--- config.mk ---
export PLATFORM = sky130hd
export DESIGN_NAME = adj_button_conditioner
export DESIGN_NICKNAME = d
export VERILOG_FILES = /design/src/rtl/adj_pkg.sv /design/src/rtl/adj_debounce.sv /design/src/rtl/adj_button_conditioner.sv
export SDC_FILE = /design/constraint.sdc
export NUM_CORES = 1
export LEC_CHECK = 0
export ABC_AREA = 1
export CAP_MARGIN = 40
export CORE_MARGIN = 2
export CORE_UTILIZATION = 50
export CTS_CLUSTER_SIZE = 40
export DETAILED_ROUTE_END_ITERATION = 10
export GPL_TIMING_DRIVEN = 0
export PLACE_DENSITY_LB_ADDON = 0.12
export SLEW_MARGIN = 20
export SYNTH_ARGS = -nofsm -noshare
export SYNTH_HDL_FRONTEND = slang
export SYNTH_SLANG_ARGS = --single-unit
--- constraint.sdc ---
create_clock -name clk -period 4.4 [get_ports clk]
set_input_delay 0.66 -clock clk [delete_from_list [all_inputs] [get_ports clk]]
set_output_delay 0.66 -clock clk [all_outputs]
set_load 0.02 [all_outputs]
--- src/rtl/adj_pkg.sv ---
// adj_pkg: shared press-FSM state type and default configuration for the
// time-adjust button conditioner.
package adj_pkg;

  typedef enum logic [1:0] {
    IDLE   = 2'd0,
    HELD   = 2'd1,
    REPEAT = 2'd2
  } adj_state_t;

  localparam int unsigned ADJ_N_BTN        = 3;
  localparam int unsigned ADJ_TICK_DIV     = 31500;  // 1 kHz tick at 31.5 MHz
  localparam int unsigned ADJ_DB_TICKS     = 8;
  localparam int unsigned ADJ_REPEAT_DELAY = 500;
  localparam int unsigned ADJ_REPEAT_RATE  = 100;

endpackage

--- src/rtl/adj_debounce.sv ---
// adj_debounce: one button's 2-flop synchroniser, tick-based debounce counter
// and press FSM producing one-clock increment strobes.
// Auto-repeat (HELD -> REPEAT cadence) is built only when ADJ_AUTOREPEAT_EN
// is defined; otherwise a held button yields a single pulse per press.
module adj_debounce
  import adj_pkg::*;
#(
  parameter int unsigned DB_TICKS     = ADJ_DB_TICKS,
  parameter int unsigned REPEAT_DELAY = ADJ_REPEAT_DELAY,
  parameter int unsigned REPEAT_RATE  = ADJ_REPEAT_RATE
) (
  input  logic i_clk,
  input  logic i_rst_n,
  input  logic i_btn,
  input  logic i_tick,
  output logic o_pulse,
  output logic o_level
);

  localparam int unsigned     DW     = $clog2(DB_TICKS + 1);
  localparam logic [DW-1:0]   DB_MAX = DW'(DB_TICKS);

  logic [1:0]    r_sync;
  logic [DW-1:0] r_db_cnt;
  logic [DW-1:0] w_db_cnt_nxt;
  logic [DW-1:0] w_db_inc;
  logic          r_level;
  logic          w_level_nxt;
  logic          w_rise;
  logic          w_fall;
  adj_state_t    r_state;
  adj_state_t    w_state_nxt;
  logic          r_pulse;
  logic          w_pulse_nxt;

  // Two-flop synchroniser for the asynchronous pin.
  always_ff @(posedge i_clk or negedge i_rst_n) begin
    if (!i_rst_n) r_sync <= '0;
    else          r_sync <= {r_sync[0], i_btn};
  end

  assign w_db_inc = r_db_cnt + 1'b1;

  // Debounce: count ticks of disagreement, toggle the level after DB_TICKS.
  always_comb begin
    w_db_cnt_nxt = r_db_cnt;
    w_level_nxt  = r_level;
    if (i_tick) begin
      if (r_sync[1] == r_level) begin
        w_db_cnt_nxt = '0;
      end else if (w_db_inc == DB_MAX) begin
        w_db_cnt_nxt = '0;
        w_level_nxt  = ~r_level;
      end else begin
        w_db_cnt_nxt = w_db_inc;
      end
    end
  end

  // Debounce counter and accepted level registers.
  always_ff @(posedge i_clk or negedge i_rst_n) begin
    if (!i_rst_n) begin
      r_db_cnt <= '0;
      r_level  <= 1'b0;
    end else begin
      r_db_cnt <= w_db_cnt_nxt;
      r_level  <= w_level_nxt;
    end
  end

  // Edges are taken from the next level so the press pulse is registered in
  // the same cycle that the level register becomes 1.
  assign w_rise = w_level_nxt & ~r_level;
  assign w_fall = ~w_level_nxt & r_level;

`ifdef ADJ_AUTOREPEAT_EN
  localparam int unsigned   RMAX   = (REPEAT_DELAY > REPEAT_RATE) ? REPEAT_DELAY : REPEAT_RATE;
  localparam int unsigned   RW     = $clog2(RMAX + 1);
  localparam logic [RW-1:0] RD_VAL = RW'(REPEAT_DELAY);
  localparam logic [RW-1:0] RR_VAL = RW'(REPEAT_RATE);

  logic [RW-1:0] r_rep_cnt;
  logic [RW-1:0] w_rep_cnt_nxt;
  logic [RW-1:0] w_rep_inc;

  assign w_rep_inc = r_rep_cnt + 1'b1;

  // Press FSM next state with auto-repeat cadence.
  always_comb begin
    w_state_nxt   = r_state;
    w_pulse_nxt   = 1'b0;
    w_rep_cnt_nxt = r_rep_cnt;
    unique case (r_state)
      IDLE: begin
        if (w_rise) begin
          w_state_nxt   = HELD;
          w_pulse_nxt   = 1'b1;
          w_rep_cnt_nxt = '0;
        end
      end
      HELD: begin
        if (w_fall) begin
          w_state_nxt   = IDLE;
          w_rep_cnt_nxt = '0;
        end else if (i_tick) begin
          if (w_rep_inc == RD_VAL) begin
            w_state_nxt   = REPEAT;
            w_pulse_nxt   = 1'b1;
            w_rep_cnt_nxt = '0;
          end else begin
            w_rep_cnt_nxt = w_rep_inc;
          end
        end
      end
      REPEAT: begin
        if (w_fall) begin
          w_state_nxt   = IDLE;
          w_rep_cnt_nxt = '0;
        end else if (i_tick) begin
          if (w_rep_inc == RR_VAL) begin
            w_pulse_nxt   = 1'b1;
            w_rep_cnt_nxt = '0;
          end else begin
            w_rep_cnt_nxt = w_rep_inc;
          end
        end
      end
      default: begin
        w_state_nxt   = IDLE;
        w_rep_cnt_nxt = '0;
      end
    endcase
  end

  // Repeat counter register.
  always_ff @(posedge i_clk or negedge i_rst_n) begin
    if (!i_rst_n) r_rep_cnt <= '0;
    else          r_rep_cnt <= w_rep_cnt_nxt;
  end
`else
  logic w_unused_cfg;
  assign w_unused_cfg = (REPEAT_DELAY != 0) ^ (REPEAT_RATE != 0);

  // Press FSM next state: one pulse per accepted press.
  always_comb begin
    w_state_nxt = r_state;
    w_pulse_nxt = 1'b0;
    unique case (r_state)
      IDLE: begin
        if (w_rise) begin
          w_state_nxt = HELD;
          w_pulse_nxt = 1'b1;
        end
      end
      HELD: begin
        if (w_fall) w_state_nxt = IDLE;
      end
      default: w_state_nxt = IDLE;
    endcase
  end
`endif

  // Press FSM state and registered pulse.
  always_ff @(posedge i_clk or negedge i_rst_n) begin
    if (!i_rst_n) begin
      r_state <= IDLE;
      r_pulse <= 1'b0;
    end else begin
      r_state <= w_state_nxt;
      r_pulse <= w_pulse_nxt;
    end
  end

  assign o_pulse = r_pulse;
  assign o_level = r_level;

endmodule

--- src/rtl/adj_button_conditioner.sv ---
// adj_button_conditioner: shared tick prescaler plus one adj_debounce per
// time-adjust button (bit 0 hours, bit 1 minutes, bit 2 seconds).
// Auto-repeat is enabled by defining ADJ_AUTOREPEAT_EN.
module adj_button_conditioner
  import adj_pkg::*;
#(
  parameter int unsigned N_BTN        = ADJ_N_BTN,
  parameter int unsigned TICK_DIV     = ADJ_TICK_DIV,
  parameter int unsigned DB_TICKS     = ADJ_DB_TICKS,
  parameter int unsigned REPEAT_DELAY = ADJ_REPEAT_DELAY,
  parameter int unsigned REPEAT_RATE  = ADJ_REPEAT_RATE
) (
  input  logic             clk,
  input  logic             reset_n,
  input  logic [N_BTN-1:0] btn_in,
  output logic [N_BTN-1:0] adj_pulse,
  output logic [N_BTN-1:0] btn_level
);

  localparam int unsigned   PW     = (TICK_DIV > 1) ? $clog2(TICK_DIV) : 1;
  localparam logic [PW-1:0] P_LAST = PW'(TICK_DIV - 1);

  logic [PW-1:0] r_presc;
  logic          w_tick;

  assign w_tick = (r_presc == P_LAST);

  // Shared prescaler: counts 0..TICK_DIV-1, tick on the last count.
  always_ff @(posedge clk or negedge reset_n) begin
    if (!reset_n)    r_presc <= '0;
    else if (w_tick) r_presc <= '0;
    else             r_presc <= r_presc + 1'b1;
  end

  for (genvar g = 0; g < N_BTN; g++) begin : g_btn
    adj_debounce #(
      .DB_TICKS    (DB_TICKS),
      .REPEAT_DELAY(REPEAT_DELAY),
      .REPEAT_RATE (REPEAT_RATE)
    ) u_db (
      .i_clk  (clk),
      .i_rst_n(reset_n),
      .i_btn  (btn_in[g]),
      .i_tick (w_tick),
      .o_pulse(adj_pulse[g]),
      .o_level(btn_level[g])
    );
  end

endmodule

Word-level counts from Yosys, hierarchy flattened. Cells that the tools add are included.

Flip-flop bits (word level): 45. Input bits: 5. Output and inout bits: 6. Word-level logic and storage cells: 85.

Add/subtract/negate cells: 4. Equal/unequal tests: 16. Multiplexer cells: 31. Bitwise gates (word level): 12. Reduce and logical (&&, ||, !) cells: 6.

Operators by type and width (number): 4-bit 2-to-1 mux (6); 15-bit by 1-bit adder with 15-bit output, second input constant (1); 15-bit == test, second input constant (1); 1-bit 2-to-1 mux (15); 15-bit 2-to-1 mux (1); 4-bit by 1-bit adder with 4-bit output, second input constant (3); 4-bit == test, second input constant (3); 2-bit 2-to-1 mux (6); 2-bit by 1-bit inequality test with 1-bit output, second input constant (6); 2-bit one-hot mux with 2 select lines (3); 1-bit bitwise AND (6); 2-bit by 1-bit == test with 1-bit output, second input constant (3); 2-bit logical NOT (3); 1-bit NOT (6); 2-bit AND reduction (3); 1-bit == test (3).

Logic depth before layout (Yosys ltp).
Word-level depth: 9. Gate-level depth with buffers: 11. Mapped depth without buffers: 10.

Hierarchy. A second synthesis with hierarchy kept.

Cells, all modules: 242. Area, all modules: 2084.5 µm².

By module, submodules not included: adj_debounce (instances 3, cells an instance 45, area an instance 404.1 µm², sequential area each 225.2 µm²); adj_button_conditioner (instances 1, cells an instance 107, area an instance 872.1 µm², sequential area each 375.4 µm²).

Least setup slack after synthesis. No wires, ideal clock.

Path type: flip-flop to flip-flop. Start point: register r_presc[0]. End point: register g_btn[2].u_db.r_state[0]. Setup time: 0.113 ns. Arrival: 1.307 ns. Data required time: 4.287 ns. Path slack: 2.980 ns. Cell stages (with the launch flop): 12. Path buffers: 1. Clock period less this slack: 1.420 ns. Cells stage by stage: dfrtp_1 > ha_1 > inv_1 > nor2_1 > nand2_1 > nor2_2 > nand2_2 > buf_6 > nor2_4 > nand3_1 > nand2_1 > inv_1.

Cells in the longest elaborated chain, start to end: 6. Elaborated cells between the ends (all ways): 8. Classes of those cells: 3 x eq/ne; 1 x mux; 3 x bitwise; 1 x reduce/logical.

RTL lines: start, declared (line adj_button_conditioner.sv:23) `logic [PW-1:0] r_presc;`; start signal, assigned (line adj_button_conditioner.sv:32) `else r_presc <= r_presc + 1'b1;`; 15-bit == test (*) (line adj_button_conditioner.sv:26) `assign w_tick = (r_presc == P_LAST);`; 1-bit 2-to-1 mux (*) (line adj_debounce.sv:48) `if (i_tick) begin`; 1-bit NOT (line adj_debounce.sv:74) `assign w_fall = ~w_level_nxt & r_level;`; 1-bit bitwise AND (line adj_debounce.sv:74); 2-bit by 1-bit inequality test with 1-bit output (no source line); 2-bit AND reduction (no source line) (*); end signal, assigned (line adj_debounce.sv:169) `r_state <= w_state_nxt;`; end, declared (line adj_debounce.sv:31) `adj_state_t r_state;`.

Every way passes the cells marked *; elsewhere a longest branch is shown, timed or not. A chain may end at the register's enable or synchronous reset.

Worst setup path in the final report.
Start point: register g_btn[1].u_db.r_level. End point: output port btn_level[1].

RTL lines: start, declared (line adj_debounce.sv:27) `logic r_level;`; start signal, assigned (line adj_debounce.sv:67) `r_level <= w_level_nxt;`; end, declared (line adj_button_conditioner.sv:17) `output logic [N_BTN-1:0] btn_level`.

No word-level cell between the ends.

==> impl_metrics.ini <==
[route]
avgRoutedWirePerCell_um = 10.6
remaining_drc_errors = 0
drt.antenna.violating_nets = 0
wl_mm = 3.66
number_of_vias_per_cell_after_detailed_routing = 4.67
drt_iter0_drc = 67
first_pass_iters = 4
route.vias.total = 1616

[floorplanning]
fp.dieArea_um2 = 4970
core.rowCount = 24
io_pins = 11
core-area_um2 = 4290
die_h_um = 70.5
fp.dieW_um = 70.5
floorplan.initialDensity_pct = 51.5

[logic_synthesis]
post_synth_mux_area_share_pct = 0
area_fraction_in_compound_gates_after_synthesis_pct = 4.08
dominant_combinational_cell_family_by_area_after_synthesis = simple AND/OR/NAND/NOR gates
yosys_warning_total = 0
yosys.area_share.xor_xnor_pct = 3.96
sequential_share_of_the_synthesized_area_pct = 47.6
synthCells = 275
syn-mean-instance-area_um2 = 8.03
synth_area_um2 = 2210
yosys.area_share.adder_pct = 2.27
postSynthNetCount = 284
yosys.cell_types.count = 25
synth_seq_cells = 42
simple_gate_share_of_the_synthesized_area_pct = 31.4

[clocking]
cts_tree = yes
postCtsSetupRepairBufs = 0
clk_root_buffer_cell = sky130_fd_sc_hd__clkbuf_8
cts_hold_buf = 0
clk_latency_ns = 0.29
cts_max_path_bufs = 2
ctsResizeCount = 0
clock_tree.htree_level_count = 2
clock_sinks = 42
cts.reportedPaths.clkPinSlew_ns = 0.08
cts_buffers = 5

[placement]
globalplace.congestion = 0.822
input_output_buffers = 10
hpwl_mm = 2.72
placement.setup.worst_slack_ns = 2.63

[cells_and_area]
final-seq-area_um2 = 1050
finish.net_count = 302
layout.cells.most_common_list = sky130_fd_sc_hd__nand2_1 (58), sky130_fd_sc_hd__dfrtp_1 (42), sky130_fd_sc_hd__nor2_1 (41), sky130_fd_sc_hd__inv_1 (37), sky130_fd_sc_hd__nand3_1 (20)
n_antenna_cell = 0
layout-drive-gt1-share_pct = 13.9
multi_input_comb_area_um2 = 921
areaGrowthSynthToFinish_pct = 12.1
final_common_cell = sky130_fd_sc_hd__nand2_1
filler_cell_count = 413

[worst_hold_path]
worst_hold_path_type = input port to async pin

[power]
internal-power_mw = 0.506
leakagePower_nw = 1.20
total_power_mw = 0.652
sequentialPowerShare_pct = 59.7
p_switching_mw = 0.145
power-per-cell-area_nw_per_um2 = 263
clock_power_share_pct = 37.6
power_switching_share_pct = 22.3
ir_worst_vdd_v = 0.000163
power_frac_comb_pct = 2.7

[critical_path]
timing.rr.start = r_presc[0]$_DFF_PN0_
critical_path_required_ns = 3.74
worst-setup-path-type = register to output pin
reg2reg_slack_ns = 2.78
setup.worst_path.end_class = output pin
critical_path.max_fanout = 5
critical_path.startpoint = g_btn[1].u_db.o_level$_DFF_PN0_
critical_path.startpoint_type = register
worst-endpoint-arrival_ns = 1.43

[global_route]
number_of_antenna_violations_at_the_first_check_in_global_routing = 0
grt_max_degree = 33
grt_first_pass_wirelength_mm = 6.59
number_of_global_route_vias_before_repair = 1572
global_route.overflow_total = 0
global_route.usage.total_pct = 16.8

[sta]
timing.final.ws_setup_ns = 2.31
fin_crit_ns = 2.09
final-max-slew-violation-count = 0
max_slew_margin_pct = 82.2
timing_worst_slew_pin_value_ns = 0.267
hold_slack_ns = 0.226
fin_skew_ns = 0.00525
fmax_ghz = 0.479
totalNegativeSetupSlack_ns = 0
timing_hold_violations_final = 0
finalCritPeriodShare_pct = 47.5
rsz0062_at_grt = no
setup_viol = 0

[outcome]
status = finished clean

[job]
timing.max_cap.violations = 0
-- cell usage after synthesis (all sizes together) --
library cell  instances  area, µm²
a21oi                 9       45.0
buf                   9       72.6
clkinv                1       3.75
dfrtp                42       1050
ha                    4       50.1
inv                  43        161
nand2                61        236
nand3                26        160
nand4                 7       43.8
nor2                 47        206
nor3                  7       40.0
o21ai                 6       30.0
o21bai                2       15.0
or2                   1       6.26
xnor2                 2       17.5
xor2                  8       70.1
-- routing by layer --
layer  wire, µm  global-route usage (%)  part of all wire, %
met1       1820                    21.1                   50
met2       1680                    28.1                   46
met3         96                    4.33                  2.6
met4         59                    5.77                  1.6
met5          0                       0                    0
-- registers in the layout (all words and copies together) (netlist names) --
name,count
g_btn.u_db.r_sync,6
g_btn.u_db.r_state,3
g_btn.u_db.o_level,3
r_presc,15
g_btn.u_db.r_db_cnt,12
g_btn.u_db.o_pulse,3
-- worst max-delay path, cell delays in order, from the launching register on --
cell                              delay (ns)
sky130_fd_sc_hd__dfrtp_1                0.42
sky130_fd_sc_hd__buf_4                  0.13
sky130_fd_sc_hd__clkdlybuf4s50_1        0.59
-- power groups by stage --
stage	Combinational, mW	Sequential [mW]	Clock (mW)
after floorplan	0.00459	0.397	0
after global placement	0.0166	0.397	0
after detailed placement	0.0184	0.397	0
after CTS	0.0184	0.389	0.252
after global routing	0.0204	0.390	0.269
final	0.0175	0.389	0.245
-- path summary, 6_finish.rpt --
kind | end | depth (start not counted)
setup / recovery | btn_level[1] | 2
hold / removal | g_btn[2].u_db.r_db_cnt[2]$_DFFE_PN0N_ | 1
setup reg to reg | g_btn[2].u_db.r_state[0]$_DFFE_PN0P_ | 11
hold reg to reg | g_btn[2].u_db.r_sync[1]$_DFF_PN0_ | 0
max in group asynchronous | g_btn[1].u_db.r_db_cnt[3]$_DFFE_PN0N_ | 2
min in group clk | g_btn[2].u_db.r_sync[1]$_DFF_PN0_ | 0
-- cell families (layout without fill, tap and decap cells) --
| logic type | count (synthesis) | after routing |
|---|---|---|
| AOI/OAI and AO/OA | 17 | 17 |
| DFF | 42 | 42 |
| xor gates and xnor gates | 10 | 10 |
| buffers and inverters | 53 | 72 |
| adders and majority gates | 4 | 4 |
| and+or+nand+nor | 149 | 149 |
-- area by class of cell --
| class | instances | area share [%] |
|---|---|---|
| buffer | 9 | 2.93 |
| tap | 52 | 2.63 |
| multi-input combinational | 180 | 37.2 |
| clock inverter | 2 | 0.556 |
| inverter | 44 | 6.67 |
| sequential | 42 | 42.4 |
| timing repair buffer | 11 | 4.65 |
| clock buffer | 6 | 2.93 |
-- per-stage QoR --
step | std cells | cell area [µm²] | util [%]
2_1_floorplan | 275 | 2210 | -
3_3_place_gp | 337 | 2370 | 55.3
3_5_place_dp | 338 | 2390 | 55.7
4_1_cts | 346 | 2480 | 57.7
5_1_grt | 346 | 2480 | 57.7
6_report | 346 | 2480 | 57.7
(Power assumes the default switching activity.)
